===== src/rtl/four_way_rr_arbiter.sv =====
// +--------------------------------------------------------------------------+
// | four_way_rr_arbiter: 4-requester round-robin arbiter with bounded hold,  |
// | one-hot grant via a two_to_four decoder.        Revision: 1.0            |
// +--------------------------------------------------------------------------+
`default_nettype none

module two_to_four (
  input  logic A1,
  input  logic A0,
  input  logic enable,
  output logic Y3,
  output logic Y2,
  output logic Y1,
  output logic Y0
);
  assign Y0 = enable & ~A1 & ~A0;
  assign Y1 = enable & ~A1 &  A0;
  assign Y2 = enable &  A1 & ~A0;
  assign Y3 = enable &  A1 &  A0;
endmodule

module four_way_rr_arbiter #(
  parameter int MAX_HOLD = 8
) (
  input  logic       clk,
  input  logic       rst_n,
  input  logic [3:0] req,
  output logic [1:0] gnt_idx,
  output logic       gnt_valid,
  output logic [3:0] gnt,
  output logic       preempt
);
  localparam logic [7:0] c_max_hold = 8'(MAX_HOLD);

  typedef enum logic [0:0] {
    ST_IDLE  = 1'b0,
    ST_GRANT = 1'b1
  } state_e;

  state_e     state_q, state_d;
  logic [1:0] idx_q, idx_d;
  logic [1:0] last_q, last_d;
  logic [7:0] hold_q, hold_d;
  logic       preempt_q, preempt_d;

  logic       found;
  logic [1:0] pick;
  logic [1:0] cand;

  // Search from last+1; last itself is the final candidate only when idle,
  // since while granted last always equals the current owner.
  always_comb begin
    found = 1'b0;
    pick  = 2'd0;
    cand  = 2'd0;
    for (int k = 1; k <= 4; k++) begin
      cand = last_q + k[1:0];
      if (!found && req[cand] && (state_q == ST_IDLE || k != 4)) begin
        found = 1'b1;
        pick  = cand;
      end
    end
  end

  always_comb begin
    state_d   = state_q;
    idx_d     = idx_q;
    last_d    = last_q;
    hold_d    = hold_q;
    preempt_d = 1'b0;
    case (state_q)
      ST_IDLE: begin
        if (found) begin
          state_d = ST_GRANT;
          idx_d   = pick;
          last_d  = pick;
          hold_d  = 8'd1;
        end
      end
      ST_GRANT: begin
        if (!req[idx_q]) begin
          if (found) begin
            idx_d  = pick;
            last_d = pick;
            hold_d = 8'd1;
          end else begin
            state_d = ST_IDLE;
          end
        end else if (hold_q == c_max_hold && found) begin
          idx_d     = pick;
          last_d    = pick;
          hold_d    = 8'd1;
          preempt_d = 1'b1;
        end else if (hold_q != c_max_hold) begin
          hold_d = hold_q + 8'd1;
        end
      end
      default: state_d = ST_IDLE;
    endcase
  end

  always_ff @(posedge clk) begin
    if (!rst_n) begin
      state_q   <= ST_IDLE;
      idx_q     <= 2'd0;
      last_q    <= 2'd3;
      hold_q    <= 8'd0;
      preempt_q <= 1'b0;
    end else begin
      state_q   <= state_d;
      idx_q     <= idx_d;
      last_q    <= last_d;
      hold_q    <= hold_d;
      preempt_q <= preempt_d;
    end
  end

  assign gnt_idx   = idx_q;
  assign gnt_valid = (state_q == ST_GRANT);
  assign preempt   = preempt_q;

  two_to_four u_dec (
    .A1     (idx_q[1]),
    .A0     (idx_q[0]),
    .enable (gnt_valid),
    .Y3     (gnt[3]),
    .Y2     (gnt[2]),
    .Y1     (gnt[1]),
    .Y0     (gnt[0])
  );
endmodule

`default_nettype wire


===== config.mk =====
export PLATFORM = sky130hd
export DESIGN_NAME = four_way_rr_arbiter
export DESIGN_NICKNAME = d
export VERILOG_FILES = /design/src/rtl/four_way_rr_arbiter.sv
export SDC_FILE = /design/constraint.sdc
export NUM_CORES = 1
export LEC_CHECK = 0
export CORE_ASPECT_RATIO = 1.25
export CORE_MARGIN = 3
export CORE_UTILIZATION = 36
export DETAILED_ROUTE_END_ITERATION = 10
export PLACE_DENSITY = 0.66
export SLEW_MARGIN = 20
export SYNTH_ARGS = -nofsm -noshare
export SYNTH_HDL_FRONTEND = slang
export SYNTH_SLANG_ARGS = --single-unit

===== constraint.sdc =====
create_clock -name clk -period 1.6 [get_ports clk]
set_input_delay 0.24 -clock clk [delete_from_list [all_inputs] [get_ports clk]]
set_output_delay 0.24 -clock clk [all_outputs]
set_load 0.005 [all_outputs]

==> summary.txt <==
Synth
  • Synthesized area: 1130 sq um
  • YS warnings: 0
  • Mean post-synth cell area: 8.66 sq um
  • Post-synthesis sequential area ratio: 24.7%
  • Yosys cell types: 52
  • Async SR Flop Fraction: 0%
  • Post-synth EDFFs: 0
  • Most used DFF post-synth: dfxtp_1
  • Syn Nets: 139
  • Post-Synthesis Cells: 131
  • Seq cells post-synth: 14

Timing
  • Slew margin rel.: 75.4%
  • Final Hold Vio Count: 0
  • Final min period: 1.73 ns
  • Smallest hold slack: 0.534 ns
  • Max-slew violation count: 0
  • Final period util: 108%
  • Setup violators final: 13
  • Fmax: 577 MHz
  • PnR worst setup slack: -0.132 ns
  • Setup Skew: 0.00862 ns
  • RSZ-0062 raised after global routing: true
  • Least-Margin Pin Slew: 0.369 ns

Place
  • PortBufs: 13
  • Dpl hpwl: 2140 um
  • GPL Wtd Cong: 0.919
  • Placed Area: 1450 sq um

Drt
  • Post-Route WL: 2950 um
  • Total number of vias: 1,137
  • DR vias/cell: 5.52
  • Post-DRT Antenna Nets: 0
  • Drt drc: 0
  • Drt first pass iters: 4
  • Average wire per standard cell: 14.3 um
  • DRT iter0 DRCs: 32

Worst setup path
  • Worst EP required: 1.79 ns
  • Worst path max stage delay: 0.54 ns
  • Setup crit end: hold_q[0]$_SDFFE_PN0P_
  • CP Buf/Inv Count: 1
  • Critical Path End Type: register
  • FF-to-FF path depth: 6
  • Worst EP arrival: 1.92 ns
  • Worst Path Max Fanout: 5
  • R2R Setup Slk: -0.13 ns
  • Worst-path cell chain: mux4_2, nor2b_4, a21oi_4, buf_6, nand2_8, o211a_1
  • CP Depth: 6
  • R2R Path End: hold_q[0]$_SDFFE_PN0P_
  • Setup CP Type: reg2reg
  • FF-to-FF Start: last_q[1]$_SDFFE_PN1P_
  • Critical Path Source: last_q[1]$_SDFFE_PN1P_
  • Delay-heaviest family, CP: multiplexers
  • Startpoint types: register
  • Slowest stage cell, crit path: mux4_2

GRT
  • Initial antenna violation count: 0
  • Largest net degree at the start of global routing: 9
  • Overall Global Routing Usage: 16.2%
  • Vias in the first global route: 1,095
  • First-pass GRT wire length: 5040 um
  • Grt total ovfl: 0

Final layout
  • Fill count: 269
  • Synth-to-Final Area Change: 45.4%
  • Layout cells sized above 1: 46.5%
  • Commonest non-fill, non-tap cells in the layout: buf_4 (28), dfxtp_1 (9), nand2_1 (8), nor2_1 (8), a21oi_1 (7)
  • Post-route design area: 1650 sq um
  • NumNets Final: 179
  • Commonest non-fill, non-tap cell in the layout: buf_4
  • Antenna diodes: 0

Outcome
  • Status: complete, but fails checks
  • Failing checks: negative setup slack

Clocking
  • # clock sinks: 14
  • Clock buffer depth: 2
  • Reg clk slew, reported paths: 0.09 ns
  • # H-tree levels: 1
  • Worst-Skew Late Latency: 0.28 ns
  • Num CTS Buffers: 3
  • CTS Root Buffer Type: clkbuf_4
  • CTS tree: yes

Power
  • Leakage power: 0.000714 uW
  • Pwr dens: 1050 nW/um^2
  • Worst VDD drop: 0.000636 V

Floorplanning
  • Die width: 56.2 um
  • Die area: 3870 sq um
  • Boundary Pins: 14
  • Die height: 68.8 um
  • Initial core utilization: 38.2%
  • Core area: 2970 sq um
  • Row Count: 22

Run
  • Max-cap violations: 0

Worst hold path
  • HP Class: reg2reg
==> sequential cells by signal (all words and copies together), names as in the netlist <==
| signal | count |
|---|---|
| gnt_idx | 2 |
| gnt_valid | 1 |
| hold_q | 8 |
| last_q | 2 |
| preempt | 1 |
==> cells by family (layout without fill, tap and decap cells) <==
| family | Yosys count | count (layout) | synth area share, % |
|---|---|---|---|
| AOI/OAI and AO/OA | 39 | 39 | 26.0 |
| adders and majority gates | 2 | 2 | 2.20 |
| buffers and inverters | 20 | 59 | 12.1 |
| muxes | 5 | 5 | 5.51 |
| and+or+nand+nor | 50 | 50 | 28.7 |
| DFF | 14 | 14 | 24.7 |
| xor gates and xnor gates | 1 | 1 | 0.772 |
==> worst min-delay path by stage <==
stage                                 start                       to  depth (start not counted)
floorplan                             rst_n   last_q[1]$_SDFFE_PN1P_                          1
global placement    gnt_idx[1]$_SDFFE_PN0P_  gnt_idx[1]$_SDFFE_PN0P_                          2
detailed placement  gnt_idx[1]$_SDFFE_PN0P_  gnt_idx[1]$_SDFFE_PN0P_                          2
CTS                 gnt_idx[1]$_SDFFE_PN0P_  gnt_idx[1]$_SDFFE_PN0P_                          2
global route        gnt_idx[1]$_SDFFE_PN0P_  gnt_idx[1]$_SDFFE_PN0P_                          2
finish              gnt_idx[1]$_SDFFE_PN0P_  gnt_idx[1]$_SDFFE_PN0P_                          2
==> synthesized netlist by cell type, types with 2 or more instances <==
library cell,number,area share [%]
dfxtp_1,14,25
a211oi_1,3,2.0
nor3_1,2,0.88
buf_2,2,0.88
buf_4,6,4.0
and3_1,3,1.7
nand2_4,2,2.0
nor2_1,10,3.3
a21oi_1,9,4.0
mux2i_1,4,3.5
inv_1,7,2.3
nand3_1,6,2.6
o21a_1,4,2.6
nor2b_1,2,1.1
nand2_1,8,2.6
nand2b_1,3,1.7
o21ai_0,5,2.2
ha_1,2,2.2
nand4b_1,2,1.5
buf_6,5,5.0
==> stage by stage <==
stage,instances,util (%),TNS [ns],total power [uW],setup WS (ns)
6_report,206,55.5,-1.01,1730,-0.132
5_1_grt,206,55.5,-1.86,1840,-0.183
4_1_cts,205,52.5,-0.652,1610,-0.111
3_5_place_dp,197,48.8,-4.69,1270,-0.420
3_3_place_gp,197,48.8,-4.63,1260,-0.390
2_1_floorplan,131,-,-0.0264,1020,-0.0264
==> routing by layer <==
layer	track usage (%)	vias up	routed length [um]	part of all wire, %
met4	5.04	0	34	1.2
met2	31.4	22	1640	56
li1	-	551	-	-
met5	0	-	0	0
met3	1.86	8	78	2.6
met1	18.5	556	1200	41
==> area by class of cell <==
cell class,instances,area (sq um),share of cell area [%]
clock buffers,4,36.3,2.20
flip-flops and latches,14,292,17.7
well taps,36,45.0,2.73
multi-input cells,97,828,50.2
repair buffers,48,423,25.6
inverters,7,26.3,1.59
==> worst min-delay path: cells and delay by family, from the launching register on <==
family	cells	cell delay, ns
flip-flops	1	0.34
AO/OA/AOI/OAI	2	0.16
==> power by group <==
part / total [uW] / internal, uW / switching [uW]
Sequential: 468 / 408 / 60.6
Clock: 261 / 138 / 122
Combinational: 999 / 546 / 453
==> timing repair <==
item | 4_1_cts | 5_1_grt
hold buffers | 0 | 0
endpoints found under the hold margin | 0 | 0
resized for setup | 17 | 20
setup endpoints to repair | 17 | 14
pin swaps | 10 | 13
buffers inserted | 5 | 4
(Power assumes the default switching activity.)
